**config.mk**
```make
export PLATFORM = sky130hd
export DESIGN_NAME = sum_trace_capture
export DESIGN_NICKNAME = d
export VERILOG_FILES = /design/src/rtl/sum_trace_capture_pkg.sv /design/src/rtl/sum_trace_capture_sync_fifo.sv /design/src/rtl/sum_trace_capture.sv
export SDC_FILE = /design/constraint.sdc
export NUM_CORES = 1
export LEC_CHECK = 0
export BUFFER_PORTS_ARGS = -buffer_cell sky130_fd_sc_hd__buf_2
export CAP_MARGIN = 20
export CELL_PAD_IN_SITES_DETAIL_PLACEMENT = 0
export CELL_PAD_IN_SITES_GLOBAL_PLACEMENT = 1
export CORE_UTILIZATION = 51
export CTS_BUF_LIST = sky130_fd_sc_hd__clkbuf_16
export CTS_CLUSTER_SIZE = 24
export DETAILED_ROUTE_END_ITERATION = 8
export GPL_TIMING_DRIVEN = 1
export PLACE_DENSITY = 0.88
export SLEW_MARGIN = 10
export SYNTH_ARGS = -nofsm -noshare
export SYNTH_HDL_FRONTEND = slang
export SYNTH_HIERARCHICAL = 1
export SYNTH_SLANG_ARGS = --single-unit
```
**constraint.sdc**
```tcl
create_clock -name clk -period 10.1 [get_ports clk]
set_clock_uncertainty 0.2 [all_clocks]
set_input_delay 2.525 -clock clk [delete_from_list [all_inputs] [get_ports clk]]
set_output_delay 2.525 -clock clk [all_outputs]
set_load 0.005 [all_outputs]
```
**src/rtl/sum_trace_capture_pkg.sv**
```systemverilog
`default_nettype none
// ============================================================================
// Module   : sum_trace_capture_pkg
// Purpose  : Shared definitions for the sum trace capture block: FSM state
//            encoding and the FIFO pointer-width helper.
// Ports    : none (package)
// Revision : 1.0 - initial release
// ============================================================================
package sum_trace_capture_pkg;

    // Encoding is visible on the state output, so values are fixed.
    typedef enum logic [1:0] {
        ST_ARMED     = 2'd0,
        ST_TRIGGERED = 2'd1,
        ST_FROZEN    = 2'd2
    } state_t;

    // Pointer width for a power-of-two FIFO depth (minimum one bit).
    function automatic int sum_trace_ptr_width(input int depth);
        return (depth > 1) ? $clog2(depth) : 1;
    endfunction

endpackage : sum_trace_capture_pkg
`default_nettype wire

```
**src/rtl/sum_trace_capture_sync_fifo.sv**
```systemverilog
`default_nettype none
// ============================================================================
// Module   : sync_fifo
// Purpose  : Single-clock FIFO with occupancy count. Supports push and pop in
//            the same cycle, including push while full when a pop also occurs.
// Ports    : clk, rst (async, active-high)
//            i_push / i_wdata  - write request and data
//            i_pop             - read acknowledge (head advances)
//            o_rdata           - head entry, forced to 0 while empty
//            o_level           - occupancy 0..DEPTH
//            o_full / o_empty  - status flags
// Revision : 1.0 - initial release
// ============================================================================
module sync_fifo
    import sum_trace_capture_pkg::*;
#(
    parameter int WIDTH = 9,
    parameter int DEPTH = 8
) (
    input  logic             clk,
    input  logic             rst,
    input  logic             i_push,
    input  logic             i_pop,
    input  logic [WIDTH-1:0] i_wdata,
    output logic [WIDTH-1:0] o_rdata,
    output logic [sum_trace_ptr_width(DEPTH):0] o_level,
    output logic             o_full,
    output logic             o_empty
);

    localparam int PW = sum_trace_ptr_width(DEPTH);
    localparam logic [PW-1:0] c_ptr_one = PW'(1);
    localparam logic [PW:0]   c_lvl_one = (PW+1)'(1);
    localparam logic [PW:0]   c_lvl_max = (PW+1)'(DEPTH);

    logic [WIDTH-1:0] r_mem [DEPTH];
    logic [PW-1:0]    r_wptr;
    logic [PW-1:0]    r_rptr;
    logic [PW:0]      r_level;
    logic             w_push;
    logic             w_pop;

    assign o_empty = (r_level == '0);
    assign o_full  = (r_level == c_lvl_max);
    assign o_level = r_level;

    // Pop only real entries; a push into a full FIFO needs a matching pop.
    assign w_pop  = i_pop & ~o_empty;
    assign w_push = i_push & (~o_full | w_pop);

    // Gating with empty keeps out_data at 0 from reset until the first write
    // without resetting the storage array.
    assign o_rdata = o_empty ? '0 : r_mem[r_rptr];

    always_ff @(posedge clk) begin
        if (w_push) begin
            r_mem[r_wptr] <= i_wdata;
        end
    end

    always_ff @(posedge clk or posedge rst) begin
        if (rst) begin
            r_wptr  <= '0;
            r_rptr  <= '0;
            r_level <= '0;
        end else begin
            if (w_push) begin
                r_wptr <= r_wptr + c_ptr_one;
            end
            if (w_pop) begin
                r_rptr <= r_rptr + c_ptr_one;
            end
            case ({w_push, w_pop})
                2'b10:   r_level <= r_level + c_lvl_one;
                2'b01:   r_level <= r_level - c_lvl_one;
                default: r_level <= r_level;
            endcase
        end
    end

endmodule : sync_fifo
`default_nettype wire

```
**src/rtl/sum_trace_capture.sv**
```systemverilog
`default_nettype none
// ============================================================================
// Module   : sum_trace_capture
// Purpose  : Trigger-based trace buffer for the counter-sum adder output.
//            Arms on reset, triggers on the first candidate sample above
//            THRESH, captures POST further samples and freezes. The captured
//            trace drains through a valid/ready port.
// Ports    : clk, rst (async, active-high)
//            in_sum, in_valid  - sample from the adder stage
//            clear             - synchronous re-arm, clears overflow
//            out_data          - {trig_flag, sum} at FIFO head
//            out_valid/out_ready - drain handshake
//            level             - FIFO occupancy
//            state             - ARMED=0, TRIGGERED=1, FROZEN=2
//            overflow          - sticky sample-dropped flag
// Config   : SUM_TRACE_CHANGE_ONLY_EN - when defined, only samples that
//            differ from the previous valid sample are capture candidates.
// Revision : 1.0 - initial release
// ============================================================================
module sum_trace_capture
    import sum_trace_capture_pkg::*;
#(
    parameter int SIZE   = 8,
    parameter int DEPTH  = 8,
    parameter int THRESH = 8,
    parameter int POST   = 3
) (
    input  logic                   clk,
    input  logic                   rst,
    input  logic [SIZE-1:0]        in_sum,
    input  logic                   in_valid,
    input  logic                   clear,
    output logic [SIZE:0]          out_data,
    output logic                   out_valid,
    input  logic                   out_ready,
    output logic [$clog2(DEPTH):0] level,
    output logic [1:0]             state,
    output logic                   overflow
);

    localparam int CW = sum_trace_ptr_width(DEPTH) + 1;
    localparam logic [SIZE-1:0] c_thresh = SIZE'(THRESH);
    localparam logic [CW-1:0]   c_post   = CW'(POST);
    localparam logic [CW-1:0]   c_one    = CW'(1);

    state_t          r_state;
    state_t          w_state_nxt;
    logic [CW-1:0]   r_post_cnt;
    logic [CW-1:0]   w_post_nxt;
    logic            r_overflow;
    logic            w_ovf_nxt;

    logic            w_cand;
    logic            w_capture;
    logic            w_room;
    logic            w_push;
    logic            w_pop;
    logic            w_full;
    logic            w_empty;
    logic            w_trig_flag;
    logic            w_above;

    // ------------------------------------------------------------------
    // Capture-candidate filter
    // ------------------------------------------------------------------
`ifdef SUM_TRACE_CHANGE_ONLY_EN
    logic [SIZE-1:0] r_last;

    // Tracks every valid sample, even ones that end up dropped or blocked
    // by clear/FROZEN, so the filter always compares against the true
    // previous input.
    always_ff @(posedge clk or posedge rst) begin
        if (rst) begin
            r_last <= '0;
        end else if (in_valid) begin
            r_last <= in_sum;
        end
    end

    assign w_cand = in_valid & (in_sum != r_last);
`else
    assign w_cand = in_valid;
`endif

    assign w_above   = (in_sum > c_thresh);
    assign w_pop     = out_valid & out_ready;
    assign w_capture = w_cand & ~clear & (r_state != ST_FROZEN);
    assign w_room    = ~w_full | w_pop;

    // ------------------------------------------------------------------
    // FSM: next state, post counter, overflow, push decision
    // ------------------------------------------------------------------
    always_comb begin
        w_state_nxt = r_state;
        w_post_nxt  = r_post_cnt;
        w_ovf_nxt   = r_overflow;
        w_push      = 1'b0;
        w_trig_flag = 1'b0;

        if (clear) begin
            w_state_nxt = ST_ARMED;
            w_post_nxt  = '0;
            w_ovf_nxt   = 1'b0;
        end else if (w_capture) begin
            w_push = w_room;
            if (!w_room) begin
                w_ovf_nxt = 1'b1;
            end
            case (r_state)
                ST_ARMED: begin
                    // A dropped trigger sample still advances the FSM.
                    if (w_above) begin
                        w_trig_flag = 1'b1;
                        w_post_nxt  = '0;
                        w_state_nxt = (c_post == '0) ? ST_FROZEN : ST_TRIGGERED;
                    end
                end
                ST_TRIGGERED: begin
                    // Only samples actually written count toward POST.
                    if (w_room) begin
                        w_post_nxt = r_post_cnt + c_one;
                        if (w_post_nxt == c_post) begin
                            w_state_nxt = ST_FROZEN;
                        end
                    end
                end
                default: ;
            endcase
        end
    end

    always_ff @(posedge clk or posedge rst) begin
        if (rst) begin
            r_state    <= ST_ARMED;
            r_post_cnt <= '0;
            r_overflow <= 1'b0;
        end else begin
            r_state    <= w_state_nxt;
            r_post_cnt <= w_post_nxt;
            r_overflow <= w_ovf_nxt;
        end
    end

    // ------------------------------------------------------------------
    // Storage
    // ------------------------------------------------------------------
    sync_fifo #(
        .WIDTH (SIZE + 1),
        .DEPTH (DEPTH)
    ) u_fifo (
        .clk     (clk),
        .rst     (rst),
        .i_push  (w_push),
        .i_pop   (w_pop),
        .i_wdata ({w_trig_flag, in_sum}),
        .o_rdata (out_data),
        .o_level (level),
        .o_full  (w_full),
        .o_empty (w_empty)
    );

    assign out_valid = ~w_empty;
    assign state     = r_state;
    assign overflow  = r_overflow;

endmodule : sum_trace_capture
`default_nettype wire

```
Word-level counts from Yosys, hierarchy flattened
Memory sizes are Yosys's and may differ from the RTL's.
Cells that the tools add are included.
- bitwise operators: 10
- div/mod/pow operators: 0
- reduce and logical (&&, ||, !) cells: 8
- muxes and demuxes: 24
- shift-type cells: 0
- order comparisons: 1
- eq/ne operators: 10
- $mul: 0
- $add $sub $neg: 5
- operators with widths (operator ; number):
    $mux 4 ; 4
    $pmux 4 s2 ; 2
    $mux 1 ; 11
    $mux 2 ; 5
    $mux 9 ; 1
    $ne 3x3->1 const B ; 3
    $add 4x1->4 const B ; 2
    $gt 8x4->1 const B ; 1
    $add 3x1->3 const B ; 2
    $and 1x1->1 ; 5
    $reduce_and 5->1 ; 1
    $eq 2x1->1 const B ; 2
    $eq 4x2->1 const B ; 1
    $eq 4x4->1 const B ; 1
    $logic_not 4->1 ; 1
    $ne 2x2->1 const B ; 2
    $pmux 2 s2 ; 1
    $reduce_and 4->1 ; 1
    $reduce_bool 2->1 ; 2
    $sub 4x1->4 const B ; 1
    $not 1->1 ; 3
    $reduce_bool 3->1 ; 1
    $eq 2x2->1 const B ; 1
    $logic_not 2->1 ; 1
    other kinds (2) ; 3
- memory bits (writable): 72
- output and inout port bits: 17
- flip-flop bits (word level): 17
- memories: 1
- latch bits: 0
- bits in read-only memories: 0
- input port bits: 13
- memories (name ; words ; width ; read ports ; clocked after memory_dff ; write ports ; line ; RTL):
    u_fifo.r_mem ; 8 ; 9 ; 1 ; 0 ; 1 ; sum_trace_capture_sync_fifo.sv:36 ; logic [WIDTH-1:0] r_mem [DEPTH];

Logic depth before layout (Yosys ltp)
Gate-level depths: netlist (run 1).
- depth in word-level cells: 9
- mapped depth: 14
- mapped depth without buffers: 13

Modules after synthesis
The synthesis (run 1) kept the hierarchy.
- by module, submodules not included (module ; times used ; cells each ; area an instance (µm²)):
    sync_fifo ; 1 ; 185 ; 3425.8
    sum_trace_capture ; 1 ; 53 ; 475.5

Worst setup path after synthesis (run 1)
Ideal clock, no wire load.
- path type: input to register
- start: input out_ready
- end: register u_fifo.r_level[3] (netlist: u_fifo/o_level[3])
- arrival time: 4.753 ns
- slack: 5.008 ns
- stages: 11
- path through: nand2b_4 and2_1 nor3b_1 inv_1 nand2b_1 inv_1 ha_1 a211oi_1 or3_1 o211ai_1 o221ai_1
- cells in the longest elaborated chain, start to end: 7
- RTL lines (item ; line ; RTL):
    start, declared ; sum_trace_capture.sv:35 ; input logic out_ready,
    $and 1x1->1 (*) ; sum_trace_capture.sv:86 ; assign w_pop = out_valid & out_ready;
    $or 1x1->1 (*) ; sum_trace_capture.sv:88 ; assign w_room = ~w_full | w_pop;
    $mux 1 (*) ; sum_trace_capture.sv:104 ; end else if (w_capture) begin
    $mux 1 (*) ; sum_trace_capture.sv:100 ; if (clear) begin
    via w_push ; sum_trace_capture.sv:56 ; logic w_push;
    $and 1x1->1 (*) ; sum_trace_capture_sync_fifo.sv:49 ; assign w_push = i_push & (~o_full | w_pop);
    $eq 2x1->1 / $eq 2x2->1 (equally long branches) ; sum_trace_capture_sync_fifo.sv:73 ; case ({w_push, w_pop})
    $pmux 4 s2 / $reduce_bool 2->1 (equally long branches) ; n/a ;
    end signal, assigned ; sum_trace_capture_sync_fifo.sv:74 ; 2'b10: r_level <= r_level + c_lvl_one;
    end signal, assigned ; sum_trace_capture_sync_fifo.sv:75 ; 2'b01: r_level <= r_level - c_lvl_one;
    end signal, assigned ; sum_trace_capture_sync_fifo.sv:76 ; default: r_level <= r_level;
    end, declared ; sum_trace_capture_sync_fifo.sv:39 ; logic [PW:0] r_level;
The timed path passes the listed nets; every way through them passes the cells marked *.
A chain may end at the register's enable or synchronous reset.

Worst setup path after layout (run 1)
- start: input out_ready
- end: memory u_fifo.r_mem[4][5], enable pin
- cells in the longest elaborated chain, start to end: 7
- RTL lines (item ; line ; RTL):
    $and 1x1->1 ; sum_trace_capture.sv:86 ;
    $or 1x1->1 ; sum_trace_capture.sv:88 ;
    $mux 1 ; sum_trace_capture.sv:104 ;
    $mux 1 ; sum_trace_capture.sv:100 ;
    via w_push ; sum_trace_capture.sv:56 ;
    $and 1x1->1 ; sum_trace_capture_sync_fifo.sv:49 ;
    $mux 1 ; sum_trace_capture_sync_fifo.sv:56 ; if (w_push) begin
    $mux 1 (not written as such) ; sum_trace_capture_sync_fifo.sv:57 ; r_mem[r_wptr] <= i_wdata;
    end, declared ; sum_trace_capture_sync_fifo.sv:36 ;
The timed path passes the listed nets, and every way through them passes these cells.

==> impl_results.md, run 1 <==
* Die X-Extent at 89.5 µm
* Mapped cell area at 0.00390 mm²
* Nets at 295
* Setup CP Type: in -> reg
* Setup_tns at 0 ns
* Main synth FF type: edfxtp_1
* Area growth, synth to finish at 14.1%
* Clock-pin slew on the worst setup and hold paths at 0.06 ns
* Max-cap violations at 0
* Final Util at 60.7%
* Largest net degree at the start of global routing at 21
* Starting DRT DRC Count at 94
* Vias/cell at 5.60
* Post-CTS Setup Bufs at 0
* Seq cells post-synth at 89
* I/O Pins at 30
* Placed cells at 362
* Syn_nets at 258
* Fin crit share at 50.9%
* Initial core utilization at 53.2%
* Mean Syn Cell Area at 16.4 µm²
* Antenna cells at 0
* Drt drc at 0
* Top cell type by total area after synthesis: edfxtp_1
* Worst Path Arrival at 4.90 ns
* Final-report hold violation count at 0
* Top post-synthesis cells by area: edfxtp_1 55%, dfrtp_1 11%, mux4_2 10%
* Worst Hold Class: reg -> reg
* Global-route wire length before repair at 10200 µm
* Post-synth EDFFs at 72
* CTS resizes at 0
* Clk sinks at 89
* Total Wirelength at 6750 µm
* PortBufs at 29
* Die area at 0.00800 mm²
* Clk buf depth at 2
* Initial antenna violation count at 0
* Max incr delay on CP at 0.82 ns
* Post-CTS Hold Buffers at 0
* Routed via count at 2124
* Die H at 89.5 µm
* Register area share after synthesis at 66.3%
* Library cells used by synthesis at 50
* Slew HR at 30.4%
* Hold_sp: overflow
* Core ar. at 0.00733 mm²
* Post-Syn Instances at 238
* Worst vdd ir at 109 µV
* Worst reg2reg startpoint: u_fifo/o_level[0]
* RSZ-0062 raised after global routing: false
* DRT Pass-1 Iters at 4
* Final min period at 5.14 ns
* CP Cell Sequence: buf_2 > nand2b_4 > and2_1 > nor3b_1 > o21a_1 > nand2b_1 > nor2_1
* Data required, critical path at 9.85 ns
* Warnings, synthesis at 6
* GRT Total Usage at 18.9%
* Slew @ Worst Pin at 1.04 ns
* Root Buffer: clkbuf_16
* Ys async rst share at 19.1%
* CTS tree: built
* Vias in the first global route at 1974
* CP max-delay cell: nor2_1
* Max FO, Critical Path at 9
* Total congestion overflow at 0
* GP Congestion at 0.765
* Post-synth top area share at 55.4%
* Max Freq at 194 MHz
* Pwr/cell area at 264 mW/mm²
* H-tree depth at 3
* Clk_lat worst skew at 0.33 ns
* Outcome: finished, final reports clean
* Worst setup path start: out_ready
* Min Hold Slack at 0.301 ns
* Setup violation total in the final timing report at 0
* Startpoint types: input pin
* Max Slew Vio Count at 0
* CTS Buf Count at 9
* HPWL after detailed placement at 4310 µm
* Post-route ant nets at 0
* Routed wire per std cell at 17.8 µm
* Crit end category: flip-flop
* Leakage power at 1.64 nW
* Share of layout cells above drive strength 1 at 27.9%
* FP Rows at 31
* Final std cells w/o fill at 379
flip-flops by register name, summed over array words and instances, names as in the netlist:
| signal | count |
|---|---|
| state | 2 |
| overflow | 1 |
| u_fifo/r_mem | 72 |
| u_fifo/r_rptr | 3 |
| u_fifo/o_level | 4 |
| r_post_cnt | 4 |
| u_fifo/r_wptr | 3 |
final cells by class:
type / instances / area, µm²
fillers: 560 / 2880
flip-flops and latches: 89 / 2590
multi-input cells: 129 / 1200
clock buffers: 9 / 225
repair buffers: 33 / 173
well taps: 99 / 124
clock inverters: 7 / 95.1
inverters: 13 / 48.8
power breakdown:
group / leakage [nW] / internal [W] / switching, W
Clock: 0.155 / 0.000216 / 0.000132
Combinational: 0.616 / 0.000181 / 0.000152
Sequential: 0.867 / 0.000442 / 0.0000545
placed cells by master, fill, tap and decap left out, types with 3 or more instances in the layout:
| master | n |
|---|---|
| nand3_1 | 3 |
| buf_4 | 3 |
| ha_1 | 6 |
| o21ai_0 | 4 |
| clkbuf_16 | 9 |
| nor2_1 | 24 |
| buf_2 | 29 |
| inv_1 | 13 |
| mux4_2 | 18 |
| edfxtp_1 | 72 |
| nand2b_1 | 9 |
| mux2i_1 | 10 |
| xnor2_1 | 4 |
| nand2_1 | 10 |
| dfrtp_1 | 17 |
critical path, delay by kind of cell:
kind                   cells  cell delay (ns)
buffers and inverters      1             0.10
and+or+nand+nor            5             1.99
AOI/OAI and AO/OA          1             0.29
Yosys cell counts, types with 3 or more instances:
| cell | count |
|---|---|
| xnor2_1 | 4 |
| o21ai_0 | 4 |
| mux4_2 | 18 |
| inv_1 | 13 |
| nand3_1 | 3 |
| dfrtp_1 | 17 |
| nand2b_1 | 9 |
| mux2i_1 | 10 |
| edfxtp_1 | 72 |
| nand2_1 | 10 |
| ha_1 | 6 |
| nor2_1 | 24 |
routing by layer:
| layer | up-vias | wire, µm | global-route usage (%) |
|---|---|---|---|
| met4 | 0 | 181 | 12.0 |
| met2 | 58 | 3270 | 29.5 |
| met1 | 1066 | 3020 | 24.6 |
| met3 | 15 | 271 | 3.60 |
| li1 | 985 | - | - |
| met5 | - | 0 | 0 |
metrics by stage:
| step | instance area (µm²) | worst slack (ns) | total power (W) |
|---|---|---|---|
| 6_report | 4450 | 4.96 | 0.00118 |
| 5_1_grt | 4450 | 4.75 | 0.00125 |
| 4_1_cts | 4450 | 4.83 | 0.00119 |
| 3_5_place_dp | 4130 | 4.47 | 0.000842 |
| 3_3_place_gp | 4130 | 4.58 | 0.000831 |
| 2_1_floorplan | 3900 | 5.01 | 0.000759 |
cell families (layout without fill, tap and decap cells):
| logic type | count (synthesis) | count (layout) | share of synthesized area, % |
|---|---|---|---|
| DFF | 89 | 89 | 66.3 |
| buffers and inverters | 20 | 62 | 3.01 |
| AOI/OAI and AO/OA | 27 | 27 | 5.77 |
| adders and majority gates | 7 | 7 | 2.44 |
| and+or+nand+nor | 59 | 59 | 7.47 |
| muxes | 30 | 30 | 13.6 |
| xor gates and xnor gates | 6 | 6 | 1.35 |
path summary, 6_finish.rpt:
path                                      endpoint  slack, ns  depth (start not counted)
worst max-delay path            u_fifo/r_mem[4][5]       4.96                          7
worst min-delay path                      overflow       0.30                          2
worst max register to register  u_fifo/r_mem[4][5]       6.10                          8
worst min register to register            overflow       0.30                          2
max in group asynchronous         u_fifo/r_rptr[0]       7.43                          2
min in group asynchronous                 overflow       1.93                          2
Power figures use the tool's default switching activity.
==> run 2: changes to the inputs <==
CORE_UTILIZATION = 50   (was 51)
PLACE_DENSITY = 0.87   (was 0.88)
clock period = 5.01 ns   (was 10.1 ns; I/O delays follow)
==> run 2 against run 1 <==
Register-to-register slack got worse by 4.9 ns. Combinational power increased by 110%. Sequential power increased by 100%. Largest cell class unchanged. Global-route usage increased by 0.30 points. Setup slack got worse by 3.8 ns. Clock-buffer cell count unchanged. Flip-flop and latch count unchanged. Hold slack improved by 0.014 ns.
==> impl_results.md, run 2 (synthesis gave the netlist of run 1 again) <==
* Outcome: finished, final reports clean
* Fill cells at 571
* Post-route ant nets at 0
* Max Slew Vio Count at 0
* Core ar. at 0.00741 mm²
* Die X-Extent at 90.3 µm
* Worst Hold End: overflow
* Drt drc at 0
* Worst reg2reg startpoint: u_fifo/o_level[0]
* Min Hold Slack at 0.315 ns
* Commonest non-fill, non-tap cells in the layout: 72 x edfxtp_1, 29 x buf_2, 24 x nor2_1
* Final min period at 3.86 ns
* Pwr/cell area at 534 mW/mm²
* Post-CTS Setup Bufs at 0
* H-tree depth at 3
* Leakage power at 1.63 nW
* Initial antenna violation count at 0
* Die area at 0.00816 mm²
* Area growth, synth to finish at 14.1%
* Worst Hold Class: reg -> reg
* Share of layout cells above drive strength 1 at 28.1%
* Final-report hold violation count at 0
* Die H at 90.3 µm
* Hold_sp: overflow
* Max Freq at 259 MHz
* Largest net degree at the start of global routing at 21
* Largest register by flop count: u_fifo/r_mem
* Starting DRT DRC Count at 155
* Clk buf depth at 2
* Max FO, Critical Path at 11
* Vias/cell at 5.58
* Clock-pin slew on the worst setup and hold paths at 0.06 ns
* Area occupied by multi-input gates at 0.00120 mm²
* CTS resizes at 0
* Total Wirelength at 6980 µm
* Comb pwr share at 28.7%
* Cell Int Power at 0.00165 W
* Setup CP Type: reg -> reg
* Clk network pwr share at 29.1%
* Antenna cells at 0
* RR Endpoint: u_fifo/o_level[3]
* RSZ-0062 raised after global routing: false
* CTS tree: built
* Routed via count at 2119
* Hold depth at 2
* R2r setup slk at 1.15 ns
* Reg2Reg Depth at 14
* Slew HR at 33.6%
* Crit end category: flip-flop
* Slew @ Worst Pin at 0.993 ns
* Data required, critical path at 5.01 ns
* Setup violation total in the final timing report at 0
* DP Worst Slack at 1.20 ns
* Nets at 296
* Max incr delay on CP at 0.61 ns
* Setup_tns at 0 ns
* CTS Buf Count at 9
* DRT Pass-1 Iters at 4
* Psw at 0.000723 W
* Worst Path Arrival at 3.86 ns
* FF+latch area at 0.00259 mm²
* Fin crit share at 77.0%
* Root Buffer: clkbuf_16
* Most common cell after layout, fill and taps aside: edfxtp_1
* Worst vdd ir at 421 µV
* Global-route wire length before repair at 11300 µm
* Total congestion overflow at 0
* Post-CTS Hold Buffers at 0
* Register share of total power at 42.2%
* Max FFs per register at 72
* Min setup slack post-route at 1.15 ns
* GRT Total Usage at 19.2%
* Vias in the first global route at 2082
* PortBufs at 29
* CP Cell Sequence: or3_1 > nor2_2 > nand2b_4 > and2_1 > nor3b_1 > buf_4 > inv_1 > nand2b_1 > inv_1 > ha_1 > a211oi_1 > or3_1 > o21a_1 > o221ai_1
* FP Rows at 31
* HPWL after detailed placement at 4500 µm
* I/O Pins at 30
* Startpoint types: flip-flop
* Placed cell areas at 0.00414 mm²
* GP Congestion at 0.753
* Net Sw Frac at 30.4%
* Max-cap violations at 0
* Initial core utilization at 52.7%
* Fin area at 0.00445 mm²
* Clk_lat worst skew at 0.34 ns
* Routed wire per std cell at 18.4 µm
* CP max-delay cell: nor2_2
* Worst setup path start: u_fifo/o_level[0]
* Clk sinks at 89
==> run 2: changes by cell type in the layout (fill, tap and decap cells not counted) <==
| cell | before | now |
|---|---|---|
| buf_4 | 3 | 5 |
| clkinv_2 | 2 | 0 |
| clkinv_4 | 2 | 0 |
| inv_6 | 0 | 2 |
| inv_8 | 0 | 2 |
| bufinv_16 | 2 | 1 |
| clkbuf_2 | 1 | 0 |
| clkinvlp_4 | 1 | 2 |
==> run 2: worst max path at each step <==
stage	slack, ns	to	depth (start not counted)
global route	0.94	u_fifo/o_level[3]	12
floorplan	1.19	u_fifo/o_level[3]	11
CTS	1.17	u_fifo/o_level[3]	14
detailed placement	1.20	u_fifo/o_level[3]	14
global placement	1.25	u_fifo/o_level[3]	14
finish	1.15	u_fifo/o_level[3]	14
==> run 2: layer usage <==
layer | routed length, µm | track usage [%] | vias to the layer above
li1 | - | - | 986
met1 | 3090 | 25.4 | 1073
met4 | 136 | 8.47 | 0
met2 | 3490 | 30.4 | 50
met5 | 0 | 0 | -
met3 | 257 | 4.71 | 10
==> run 2: stage by stage <==
step           cells  utilization (%)  total power [W]
2_1_floorplan    238                -          0.00153
3_3_place_gp     364             55.9          0.00169
3_5_place_dp     364             55.9          0.00171
4_1_cts          380             60.1          0.00241
5_1_grt          380             60.1          0.00251
6_report         380             60.1          0.00238
==> run 2: cell type report <==
type | instances | area share, %
Inverter | 13 | 1.10
Sequential cell | 89 | 58.1
Multi-Input combinational cell | 129 | 26.9
Timing Repair Buffer | 34 | 4.10
Tap cell | 99 | 2.78
Clock inverter | 7 | 1.91
Clock buffer | 9 | 5.06
==> run 2: power by group through the flow <==
stage / combinational (W) / clock, W / sequential [W]
3_5_place_dp: 0.000693 / 0 / 0.00102
6_report: 0.000683 / 0.000690 / 0.00100
2_1_floorplan: 0.000582 / 0 / 0.000948
4_1_cts: 0.000696 / 0.000706 / 0.00101
3_3_place_gp: 0.000678 / 0 / 0.00102
5_1_grt: 0.000762 / 0.000733 / 0.00102
==> run 2: critical path, delay by kind of cell (launching register included) <==
kind                       cells  cell delay, ns
and+or+nand+nor                7            1.95
DFF                            1            0.40
AOI/OAI and AO/OA              3            0.61
buffers and inverters          3            0.34
adders and majority gates      1            0.22
==> run 3: changes to the inputs <==
clock period = 3.7 ns   (was 5.01 ns; I/O delays follow)
==> run 3 against run 2 <==
Utilization increased by 1.0 points. Setup slack got worse by 0.69 ns. First-iteration DRC count decreased by 34%. Non-clock buffer count increased by 12. Combinational power increased by 41%. Die area unchanged. Hold slack got worse by 0.026 ns. Sequential power increased by 35%. Flip-flop and latch count unchanged. Wire length decreased by 0.87%. Cell count increased by 3.2%.
==> impl_results.md, run 3 (synthesis gave the netlist of run 1 again) <==
* Global-route wire length before repair at 11200 µm
* Worst Hold Class: reg -> reg
* Clk_lat worst skew at 0.33 ns
* Crit end category: flip-flop
* Critical path buffers and inverters at 2
* GRT Total Usage at 18.3%
* Post-route ant nets at 0
* Placed cells at 376
* Core ar. at 0.00741 mm²
* Fill cells at 562
* Total congestion overflow at 0
* Outcome: finished, final reports clean
* FF+latch area at 0.00259 mm²
* Worst vdd ir at 384 µV
* Starting DRT DRC Count at 102
* Initial core utilization at 52.7%
* DRT Pass-1 Iters at 4
* Vias/cell at 5.48
* Die area at 0.00816 mm²
* Most common cell after layout, fill and taps aside: edfxtp_1
* Max FFs per register at 72
* Worst Path Arrival at 3.22 ns
* CTS resizes at 0
* CTS Buf Count at 9
* Leakage power at 1.70 nW
* H-tree depth at 3
* Slew HR at 53.6%
* Area occupied by multi-input gates at 0.00120 mm²
* Min Hold Slack at 0.289 ns
* Total Wirelength at 6910 µm
* Post-CTS Hold Buffers at 0
* Root Buffer: clkbuf_16
* Setup violation total in the final timing report at 0
* Clk buf depth at 2
* Routed wire per std cell at 17.6 µm
* Slew @ Worst Pin at 0.696 ns
* HPWL after detailed placement at 4740 µm
* Setup_tns at 0 ns
* I/O Pins at 30
* Crit path max-delay family: simple AND/OR/NAND/NOR gates
* CP max-delay cell: or3_1
* Final-report hold violation count at 0
* Setup CP Type: reg -> reg
* Max incr delay on CP at 0.54 ns
* Nets at 308
* Antenna cells at 0
* Fin crit share at 87.6%
* Max FO, Critical Path at 9
* Post-CTS Setup Bufs at 0
* Largest register by flop count: u_fifo/r_mem
* Die H at 90.3 µm
* RSZ-0062 raised after global routing: false
* Max Slew Vio Count at 0
* Share of layout cells above drive strength 1 at 30.4%
* Placed cell areas at 0.00423 mm²
* FP Rows at 31
* Max-cap violations at 0
* Startpoint types: flip-flop
* Data required, critical path at 3.69 ns
* Fin area at 0.00452 mm²
* Pwr/cell area at 706 mW/mm²
* CTS tree: built
* Die X-Extent at 90.3 µm
* Clock-pin slew on the worst setup and hold paths at 0.06 ns
* GP Congestion at 0.763
* Final std cells w/o fill at 392
* Commonest non-fill, non-tap cells in the layout: 72 x edfxtp_1, 29 x buf_2, 24 x nor2_1
* Area growth, synth to finish at 16.0%
* PortBufs at 29
* Clk sinks at 89
* Routed via count at 2150
* Final min period at 3.24 ns
* Drt drc at 0
* CP Cell Sequence: or3_1 > nor2_2 > nand2b_4 > inv_1 > o21ai_2 > nand2b_1 > inv_1 > ha_1 > a211oi_1 > or3_1 > o211ai_1 > o221ai_1
* Max Freq at 309 MHz
* Initial antenna violation count at 0
* Vias in the first global route at 2233
* Largest net degree at the start of global routing at 20
-- run 3: cell count changes in the layout (fill, tap and decap cells not counted), sizes merged --
cell	change
clkinvlp	-2
clkinv	+4
buf	+12
inv	-2
-- run 3: final timing paths --
kind | startpoint | endpoint | depth (start not counted) | slack, ns
max in group asynchronous | rst | u_fifo/r_rptr[2] | 2 | 2.61
min in group asynchronous | rst | state[1] | 2 | 0.34
max | u_fifo/o_level[1] | u_fifo/o_level[3] | 12 | 0.46
min | u_fifo/r_rptr[0] | u_fifo/r_rptr[0] | 1 | 0.29
max reg2reg | u_fifo/o_level[1] | u_fifo/o_level[3] | 12 | 0.46
min reg2reg | u_fifo/r_rptr[0] | u_fifo/r_rptr[0] | 1 | 0.29
-- run 3: routing by layer --
metal	global-route usage [%]	wire, µm	part of all wire, %	vias up
met1	24.3	3120	45	1066
met4	6.72	90	1.3	0
met2	30.0	3480	50	61
met5	0	0	0	-
li1	-	-	-	1013
met3	3.70	225	3.3	10
-- run 3: area by class of cell --
cell class | count | area share (%)
Multi-Input combinational cell | 129 | 26.5
Tap cell | 99 | 2.74
Sequential cell | 89 | 57.2
Timing Repair Buffer | 46 | 6.03
Clock inverter | 7 | 1.52
Clock buffer | 9 | 4.98
Inverter | 13 | 1.08
-- run 3: through the flow --
step                worst slack (ns)  total power [W]  util, %
detailed placement             0.430          0.00234     57.1
global route                   0.204          0.00337     61.1
global placement               0.508          0.00231     57.1
CTS                            0.456          0.00323     61.1
floorplan                      0.208          0.00207        -
finish                         0.460          0.00320     61.1
-- run 3: power breakdown --
group	total [W]	internal, W	switching (W)
logic	0.000963	0.000516	0.000446
clock network	0.000888	0.000523	0.000365
registers	0.00135	0.00120	0.000141
